$ cat config.mk
export PLATFORM = sky130hd
export DESIGN_NAME = serializer_8x1
export DESIGN_NICKNAME = d
export VERILOG_FILES = /design/src/rtl/serializer_pkg.sv /design/src/rtl/mux_8x1.sv /design/src/rtl/serializer_8x1.sv
export SDC_FILE = /design/constraint.sdc
export NUM_CORES = 1
export LEC_CHECK = 0
export ABC_CLOCK_PERIOD_IN_PS = 1800
export BUFFER_PORTS_ARGS = -buffer_cell sky130_fd_sc_hd__buf_2
export CAP_MARGIN = 10
export CORE_MARGIN = 10
export CORE_UTILIZATION = 35
export DETAILED_ROUTE_END_ITERATION = 10
export PLACE_DENSITY_LB_ADDON = 0.2
export SYNTH_ARGS = -nofsm -noshare
export SYNTH_HDL_FRONTEND = slang
export SYNTH_HIERARCHICAL = 1
export SYNTH_SLANG_ARGS = --single-unit
$ cat constraint.sdc
create_clock -name clk -period 1.8 [get_ports clk]
set_input_delay 0.36 -clock clk [delete_from_list [all_inputs] [get_ports clk]]
set_output_delay 0.36 -clock clk [all_outputs]
set_load 0.02 [all_outputs]
$ cat src/rtl/serializer_pkg.sv
// rtl/serializer_pkg.sv - shared types, widths and select-sequencing helpers for serializer_8x1
package serializer_pkg;

    localparam int WORD_W = 8;
    localparam int SEL_W  = 3;

    typedef enum logic [0:0] {
        IDLE  = 1'b0,
        SHIFT = 1'b1
    } state_e;

    // Index of the first bit presented for a freshly accepted word.
    function automatic logic [SEL_W-1:0] first_sel(input logic lsb_first);
        return lsb_first ? SEL_W'(0) : SEL_W'(WORD_W - 1);
    endfunction

    // Index of the final bit of a word; the counter stops here instead of wrapping.
    function automatic logic [SEL_W-1:0] last_sel(input logic lsb_first);
        return lsb_first ? SEL_W'(WORD_W - 1) : SEL_W'(0);
    endfunction

    function automatic logic [SEL_W-1:0] step_sel(input logic [SEL_W-1:0] sel,
                                                  input logic             lsb_first);
        return lsb_first ? sel + SEL_W'(1) : sel - SEL_W'(1);
    endfunction

endpackage

$ cat src/rtl/mux_8x1.sv
// rtl/mux_8x1.sv - 8-to-1 bit multiplexer selecting in[sel]
module mux_8x1
    import serializer_pkg::*;
(
    input  logic [WORD_W-1:0] in,
    input  logic [SEL_W-1:0]  sel,
    output logic              y
);

    assign y = in[sel];

endmodule

$ cat src/rtl/serializer_8x1.sv
// rtl/serializer_8x1.sv - 8-bit parallel-to-serial converter with ready/valid on both sides
module serializer_8x1
    import serializer_pkg::*;
#(
    parameter bit LSB_FIRST = 1'b1
)
(
    input  logic              clk,
    input  logic              rst,
    input  logic              in_valid,
    input  logic [WORD_W-1:0] in,
    output logic              in_ready,
    input  logic              ser_ready,
    output logic [SEL_W-1:0]  sel,
    output logic              y,
    output logic              ser_valid,
    output logic              last
);

    state_e              state_q, state_d;
    logic [WORD_W-1:0]   held_word_q, held_word_d;
    logic [SEL_W-1:0]    sel_q, sel_d;

    logic                in_shift;
    logic                at_last;
    logic                handoff;
    logic                accept;

    assign in_shift = (state_q == SHIFT);
    assign at_last  = in_shift && (sel_q == last_sel(LSB_FIRST));
    assign handoff  = at_last && ser_ready;
    assign accept   = in_valid && in_ready;

    always_ff @(posedge clk) begin
        if (rst) begin
            state_q     <= IDLE;
            sel_q       <= '0;
            held_word_q <= '0;
        end else begin
            state_q     <= state_d;
            sel_q       <= sel_d;
            held_word_q <= held_word_d;
        end
    end

    always_comb begin
        state_d = state_q;
        case (state_q)
            IDLE:    if (accept) state_d = SHIFT;
            SHIFT:   if (handoff) state_d = in_valid ? SHIFT : IDLE;
            default: state_d = IDLE;
        endcase
    end

    // A handoff with a new word reloads sel directly, so the count never wraps.
    always_comb begin
        held_word_d = held_word_q;
        sel_d       = sel_q;
        if (accept) begin
            held_word_d = in;
            sel_d       = first_sel(LSB_FIRST);
        end else if (in_shift && ser_ready && !at_last) begin
            sel_d       = step_sel(sel_q, LSB_FIRST);
        end
    end

    always_comb begin
        in_ready  = 1'b0;
        ser_valid = 1'b0;
        last      = 1'b0;
        case (state_q)
            IDLE: begin
                in_ready = 1'b1;
            end
            SHIFT: begin
                ser_valid = 1'b1;
                last      = at_last;
                in_ready  = handoff;
            end
            default: begin
                in_ready = 1'b0;
            end
        endcase
    end

    assign sel = sel_q;

    mux_8x1 u_mux (
        .in  (held_word_q),
        .sel (sel_q),
        .y   (y)
    );

endmodule

After elaboration in Yosys (flattened, before gate mapping):

Cells that the tools add are included.

* word-level logic and storage cells: 23
* output and inout bits: 7
* flip-flop bits (word level): 12
* input port bits: 12

* bitwise logic cells: 1
* magnitude comparators: 1
* mux-type cells: 9
* add/sub/neg operators: 1
* reductions and logical operators: 7
* equality and inequality tests: 1

Operators with widths (number)
* 1-bit two-way mux: 6
* 1-bit logical AND: 5
* 3-bit by 4-bit less-than comparator with 1-bit output (second input constant): 1
* 1-bit case mux with 2 select lines: 2
* 3-bit by 1-bit adder with 3-bit output (second input constant): 1
* 1-bit binary-select mux with 3-bit select: 1
* 3-bit == test (second input constant): 1
* 2-bit OR reduction: 1
* 1-bit logical NOT: 1
* 1-bit inverter: 1

Logic depth before layout (Yosys ltp):

Gate-level depths: netlist of the first run.

* depth in word-level cells: 7
* gate-level depth with buffers: 6
* gate-level depth less buffers: 5

Hierarchy:

Netlist of the first run, hierarchy kept.

By module, submodules not included
* serializer_8x1: cells an instance 54, area an instance 576.8 um2, sequential area each 240.2 um2, instances 1
* mux_8x1: cells an instance 3, area an instance 63.8 um2, sequential area each 0.0 um2, instances 1

Worst setup path before layout of the first run:

Ideal clock, no wire load.

* path type: reg-to-output
* start point: register sel_q[0] (netlist: sel[0])
* end point: output y
* required time: 1.440 ns
* setup slack: 0.033 ns
* arrival: 1.407 ns
* cell stages (with the launch flop): 3
* buffers on the path: 0
* cells stage by stage: dfxtp_1 > mux4_1 > mux2_2

* word-level cells in the longest chain between the ends: 2

RTL lines
* start, declared: line serializer_8x1.sv:22 `logic [SEL_W-1:0] sel_q, sel_d;`
* start signal, assigned: line serializer_8x1.sv:41 `sel_q <= sel_d;`
* 1-bit binary-select mux with 3-bit select: line mux_8x1.sv:10 `assign y = in[sel];`
* 1-bit two-way mux (implied by the code): line mux_8x1.sv:10
* end, declared: line serializer_8x1.sv:15 `output logic y,`

No other way between the ends. The select of a mux whose other input is x is not followed.

Final worst setup path of the first run:

Ends and elaborated chain as after synthesis.

==> flow_summary.yaml, run 1 <==
hold_path:
  hold-path-endpoint: "in_shift$_SDFF_PP0_"
  hp-start: "in_valid"
  worst_hold_path.num_cells: 3
  hold_path_class: "in2reg"
status:
  status: "finished, violations left"
  violations: "negative setup slack"
worst_setup_path:
  regToRegSetupSlack_ns: 0.29
  crit_chain: "mux4_2 > mux2_4 > buf_6"
  cp_slowest_cell: "mux4_2"
  path_class: "reg2out"
  critPathMaxFanout: 3
  reg2reg_to: "held_word_q[3]$_SDFFE_PP0P_"
  rr_startpoint: "sel[1]$_SDFFE_PP0P_"
  crit_path_start_kind: "flop"
  required_ns: 1.44
  rr_worst_depth: 5
  critPathArrivalTime_ns: 1.54
  slowest_delay_ns: 0.49
  critPathCaptureType: "output port"
timing:
  fin_crit_ns: 1.90
  hold_viol_final: 0
  drv_slew: 0
  fin_tns_setup_ns: -0.104
  timing.hold.ws_ns: 0.317
  rsz0062_at_grt: "true"
  period_share_pct: 105
  setup_viol: 2
  slew_headroom_pct: 71.9
  clock_skew_ns: 0.00172
  fmax_mhz: 527
  setup_ws_ns: -0.0959
  tightest_slew_ns: 0.421
yosys:
  ys_seq_elements: 12
  synthAdderAreaFrac_pct: 3.91
  ys_seq_area_share_pct: 37.5
  synth.area.mux_share_pct: 25.6
  synth_xor_area_share_pct: 1.37
  avgSynthCellArea_um2: 11.2
  synthCells: 57
  ys_types: 16
  syn-num-nets: 71
  yosys.area_share.simple_pct: 25.2
  synth_warnings: 6
  synth_compound_area_share_pct: 2.93
  syn_area_um2: 641
  synth_top_family_by_area: "multiplexers"
place:
  dpl_cell_area_um2: 751
  pre_cts_ws_ns: 0.00240
  routabilityCongestion: 0.672
  dp_hpwl_um: 920
  io_buffers: 18
grt:
  grt_use_total_pct: 6.89
  met3_usage_pct: 5.02
  antenna_found_initial: 0
  met2_usage_pct: 9.49
  grt_remaining_overflow: 0
  global_route.usage.met1_pct: 7.99
  grt_max_degree: 21
  grt_pass1_wl_um: 2210
  grt-busiest-layer: "met2"
  first_global_vias: 464
detailed_routing:
  dr.pass1.iters: 4
  drc: 0
  wire_per_inst_um: 12.2
  vias_per_cell: 4.29
  drt_iter0_markers: 5
  wirelength_um: 1270
  vias: 446
  ant_nets: 0
pwr:
  powerDensity_nw_per_um2: 702
  ir_worst_vdd_mv: 0.412
  p_leak_uw: 0.000375
final_layout:
  multiInputGateArea_um2: 404
  register_area_um2: 244
  layout_common_cells: "nand2b_1, buf_2, dfxtp_1, mux2i_1"
  mostFrequentLayoutCell: "nand2b_1"
  synthToLayoutAreaGrowth_pct: 32.8
  nFillCells: 169
  final_nets: 94
  drive_gt1_share_pct: 48.1
  fin_area_um2: 851
  utilization_pct: 49.3
  diodes: 0
floorplanning:
  initial_utilization_pct: 37.1
  die-area_um2: 3940
  core_um2: 1730
  num_rows: 15
  dieWidth_um: 62.8
  die_h_um: 62.8
  ios: 19
run:
  maxCapViolCount: 0
clock_network:
  ctsHoldBuffers: 0
  cts_made_buffers: 3
  cts_max_level: 1
  cts_root_buf: "clkbuf_4"
  clk_pin_slew_ns: 0.08
  cts_sinks: 12
  insertion_delay_ns: 0.27
  cts_tree: "built"
  clockBufferDepth: 2
==> area by class of cell <==
cell class / instances / share of cell area [%]
Clock buffer: 4 / 4.26
Inverter: 1 / 0.441
Multi-Input combinational cell: 41 / 47.5
Sequential cell: 12 / 28.7
Tap cell: 25 / 3.68
Timing Repair Buffer: 21 / 15.4
==> how the worst max path moves through the flow <==
stage	start	slack, ns	end	depth (start not counted)
3_3_place_gp	sel[0]$_SDFFE_PP0P_	0.07	held_word_q[7]$_SDFFE_PP0P_	5
2_1_floorplan	sel[0]$_SDFFE_PP0P_	0.03	y	2
3_5_place_dp	sel[0]$_SDFFE_PP0P_	0.002	held_word_q[4]$_SDFFE_PP0P_	5
4_1_cts	sel[0]$_SDFFE_PP0P_	-0.12	y	3
6_report	sel[0]$_SDFFE_PP0P_	-0.1	y	3
5_1_grt	sel[0]$_SDFFE_PP0P_	-0.15	y	3
==> metrics by stage <==
stage	cells	power [uW]
floorplan	57	354
global placement	98	379
detailed placement	98	380
CTS	103	606
global route	104	636
finish	104	597
==> cells by family after synthesis <==
family	count (synthesis)
fa+ha+maj	2
xor+xnor	1
compound gates	1
flops	12
mux	13
buf+inv	4
simple gates	24
==> flip-flops by register name (all words and copies together) (netlist names) <==
name         cells
held_word_q      8
in_shift         1
sel              3
==> what timing repair did <==
item	4_1_cts	5_1_grt
endpoints found under the setup margin	2	8
resized for setup	13	4
buffers inserted	1	1
pin swaps	1	1
==> where the power goes <==
part | leakage [uW] | switching (uW) | internal, uW
logic | 0.000255 | 43.6 | 53.6
registers | 0.0000991 | 9.50 | 279
clock network | 0.0000210 | 89.0 | 123
total | 0.000375 | 142 | 455
==> critical path, delay by kind of cell, from the launching register on <==
kind     cells  cell delay, ns
buf+inv      1            0.13
flops        1            0.37
mux          2            0.76
==> Yosys cell counts <==
master / n / area, um^2
mux2i_1: 10 / 100
ha_1: 2 / 25.0
dfxtp_1: 12 / 240
nand3b_1: 1 / 7.51
nor2b_2: 1 / 8.76
buf_6: 1 / 11.3
nor2_1: 2 / 7.51
a21boi_4: 1 / 18.8
xor2_1: 1 / 8.76
and2_2: 1 / 7.51
nor3_2: 3 / 30.0
mux2_2: 1 / 11.3
inv_1: 1 / 3.75
mux4_1: 2 / 52.6
nand2b_1: 16 / 100
clkbuf_1: 2 / 7.51
==> metal layers <==
metal	vias to the layer above	share of wire [%]
met5	-	0
met4	0	0.79
met3	2	8.1
met2	13	44
met1	192	47
li1	239	-
Power figures use the tool's default switching activity.
==> run 2, diff against run 1 <==
--- a/config.mk
+++ b/config.mk
@@ -5,14 +5,16 @@
 export SDC_FILE = /design/constraint.sdc
 export NUM_CORES = 1
 export LEC_CHECK = 0
-export ABC_CLOCK_PERIOD_IN_PS = 1800
+export ABC_CLOCK_PERIOD_IN_PS = 2200
 export BUFFER_PORTS_ARGS = -buffer_cell sky130_fd_sc_hd__buf_2
 export CAP_MARGIN = 10
 export CORE_MARGIN = 10
 export CORE_UTILIZATION = 35
 export DETAILED_ROUTE_END_ITERATION = 10
+export GPL_ROUTABILITY_DRIVEN = 0
 export PLACE_DENSITY_LB_ADDON = 0.2
 export SYNTH_ARGS = -nofsm -noshare
 export SYNTH_HDL_FRONTEND = slang
 export SYNTH_HIERARCHICAL = 1
 export SYNTH_SLANG_ARGS = --single-unit
+export TNS_END_PERCENT = 50
==> constraint.sdc (replaced) <==
create_clock -name clk -period 2.2 [get_ports clk]
set_input_delay 0.44 -clock clk [delete_from_list [all_inputs] [get_ports clk]]
set_output_delay 0.44 -clock clk [all_outputs]
set_load 0.02 [all_outputs]
==> run 2 against run 1 <==
Effect of this change: the run now ends clean; sequential power shrank 18%; via count is the same; global-route usage down 0.11 points; clock power fell by 37%; count of clock-buffer cells in the layout decreased by 1; largest power group unchanged.
==> flow_summary.yaml, run 2 (synthesis gave the netlist of run 1 again) <==
final_layout:
  largest_register: "held_word_q"
  drive_gt1_share_pct: 39.5
  finish.cell_count_without_fillers: 101
  fin_area_um2: 774
  largest_register_ffs: 8
  synthToLayoutAreaGrowth_pct: 20.9
  final_nets: 92
  diodes: 0
  layout_common_cells: "buf_2, nand2b_1, dfxtp_1, mux2i_1"
  mostFrequentLayoutCell: "buf_2"
grt:
  grt_pass1_wl_um: 2110
  grt_use_total_pct: 6.78
  grt_remaining_overflow: 0
  antenna_found_initial: 0
  grt_max_degree: 21
  first_global_vias: 484
pwr:
  p_leak_uw: 0.000365
  p_int_uw: 329
  power_uw: 439
  pwr-share-seq_pct: 53.8
  powerDensity_nw_per_um2: 567
  p_clk_share_pct: 30.5
  ir_worst_vdd_mv: 0.279
  swShare_pct: 25.1
  switchingPower_uw: 110
  combPwrFrac_pct: 15.7
worst_setup_path:
  critPathMaxFanout: 5
  crit_chain: "mux4_1 > mux2_2 > buf_2"
  critPathCaptureType: "output port"
  regToRegSetupSlack_ns: 0.75
  critPathArrivalTime_ns: 1.63
  path_delay_family: "multiplexers"
  path_class: "reg2out"
  slowest_delay_ns: 0.55
  cp_slowest_cell: "mux4_1"
  cp_num_buf_inv: 1
  crit_path_start_kind: "flop"
  required_ns: 1.76
timing:
  tightest_slew_ns: 0.287
  rsz0062_at_grt: "false"
  period_share_pct: 94.3
  hold_viol_final: 0
  clock_skew_ns: 0.00475
  fin_tns_setup_ns: 0
  fin_crit_ns: 2.07
  timing.hold.ws_ns: 0.384
  slew_headroom_pct: 80.9
  drv_slew: 0
  fmax_mhz: 482
  setup_viol: 0
floorplanning:
  die_h_um: 62.8
  die-area_um2: 3940
  num_rows: 15
  ios: 19
  core_um2: 1730
  initial_utilization_pct: 37.1
  dieWidth_um: 62.8
detailed_routing:
  wire_per_inst_um: 12.0
  ant_nets: 0
  drc: 0
  wirelength_um: 1210
  vias_per_cell: 4.42
  drt_iter0_markers: 4
  vias: 446
  dr.pass1.iters: 3
clock_network:
  postCtsSetupBuffers: 0
  ctsHoldBuffers: 0
  cts_max_level: 1
  cts_root_buf: "clkbuf_4"
  clk_pin_slew_ns: 0.07
  cts_tree: "built"
  cts_resized: 0
  cts_sinks: 12
  clockBufferDepth: 2
  cts_made_buffers: 3
  insertion_delay_ns: 0.27
place:
  io_buffers: 18
  dp.cells: 98
  dpl_cell_area_um2: 751
  dp_hpwl_um: 919
status:
  status: "completed"
run:
  maxCapViolCount: 0
hold_path:
  hold_path_class: "in2reg"
==> run 2: cell types whose count changed in the layout (fill, tap and decap cells not counted), sizes merged <==
cell    previous run  this run
buf               21        19
clkbuf             4         3
==> run 2: per-layer routing <==
metal	routed length, um	GRT usage [%]
met1	573	7.38
met2	478	9.49
met3	130	5.02
met4	29	3.35
met5	0	0
==> run 2: worst paths after layout <==
check,to,startpoint,depth (start not counted)
hold reg to reg,held_word_q[5]$_SDFFE_PP0P_,held_word_q[5]$_SDFFE_PP0P_,2
setup / recovery,y,sel[0]$_SDFFE_PP0P_,3
hold / removal,in_shift$_SDFF_PP0_,in_valid,3
setup reg to reg,held_word_q[0]$_SDFFE_PP0P_,sel[1]$_SDFFE_PP0P_,6
==> run 2: worst min-delay path, stage by stage <==
cell    delay, ns
buf_2        0.08
nor2_1       0.04
nor2_1       0.06
==> run 2: area by class of cell <==
cell class	instances	area, um^2
Sequential cell	12	241
Clock buffer	3	22.5
Multi-Input combinational cell	41	378
Inverter	1	3.75
Timing Repair Buffer	19	97.6
Fill cell	191	952
Tap cell	25	31.3
==> run 2: metrics by stage <==
step	worst slack [ns]	utilization (%)
floorplan	0.353	-
global placement	0.374	43.5
detailed placement	0.353	43.5
CTS	0.0432	44.8
global route	0.0625	44.9
finish	0.126	44.9
==> run 2: power by group through the flow <==
stage | Sequential (uW) | Clock, uW | Combinational (uW)
after detailed placement | 241 | 0 | 70.1
final | 236 | 134 | 69.0
after floorplan | 242 | 0 | 47.8
after global placement | 241 | 0 | 69.7
after global routing | 238 | 153 | 77.0
after CTS | 236 | 140 | 70.4
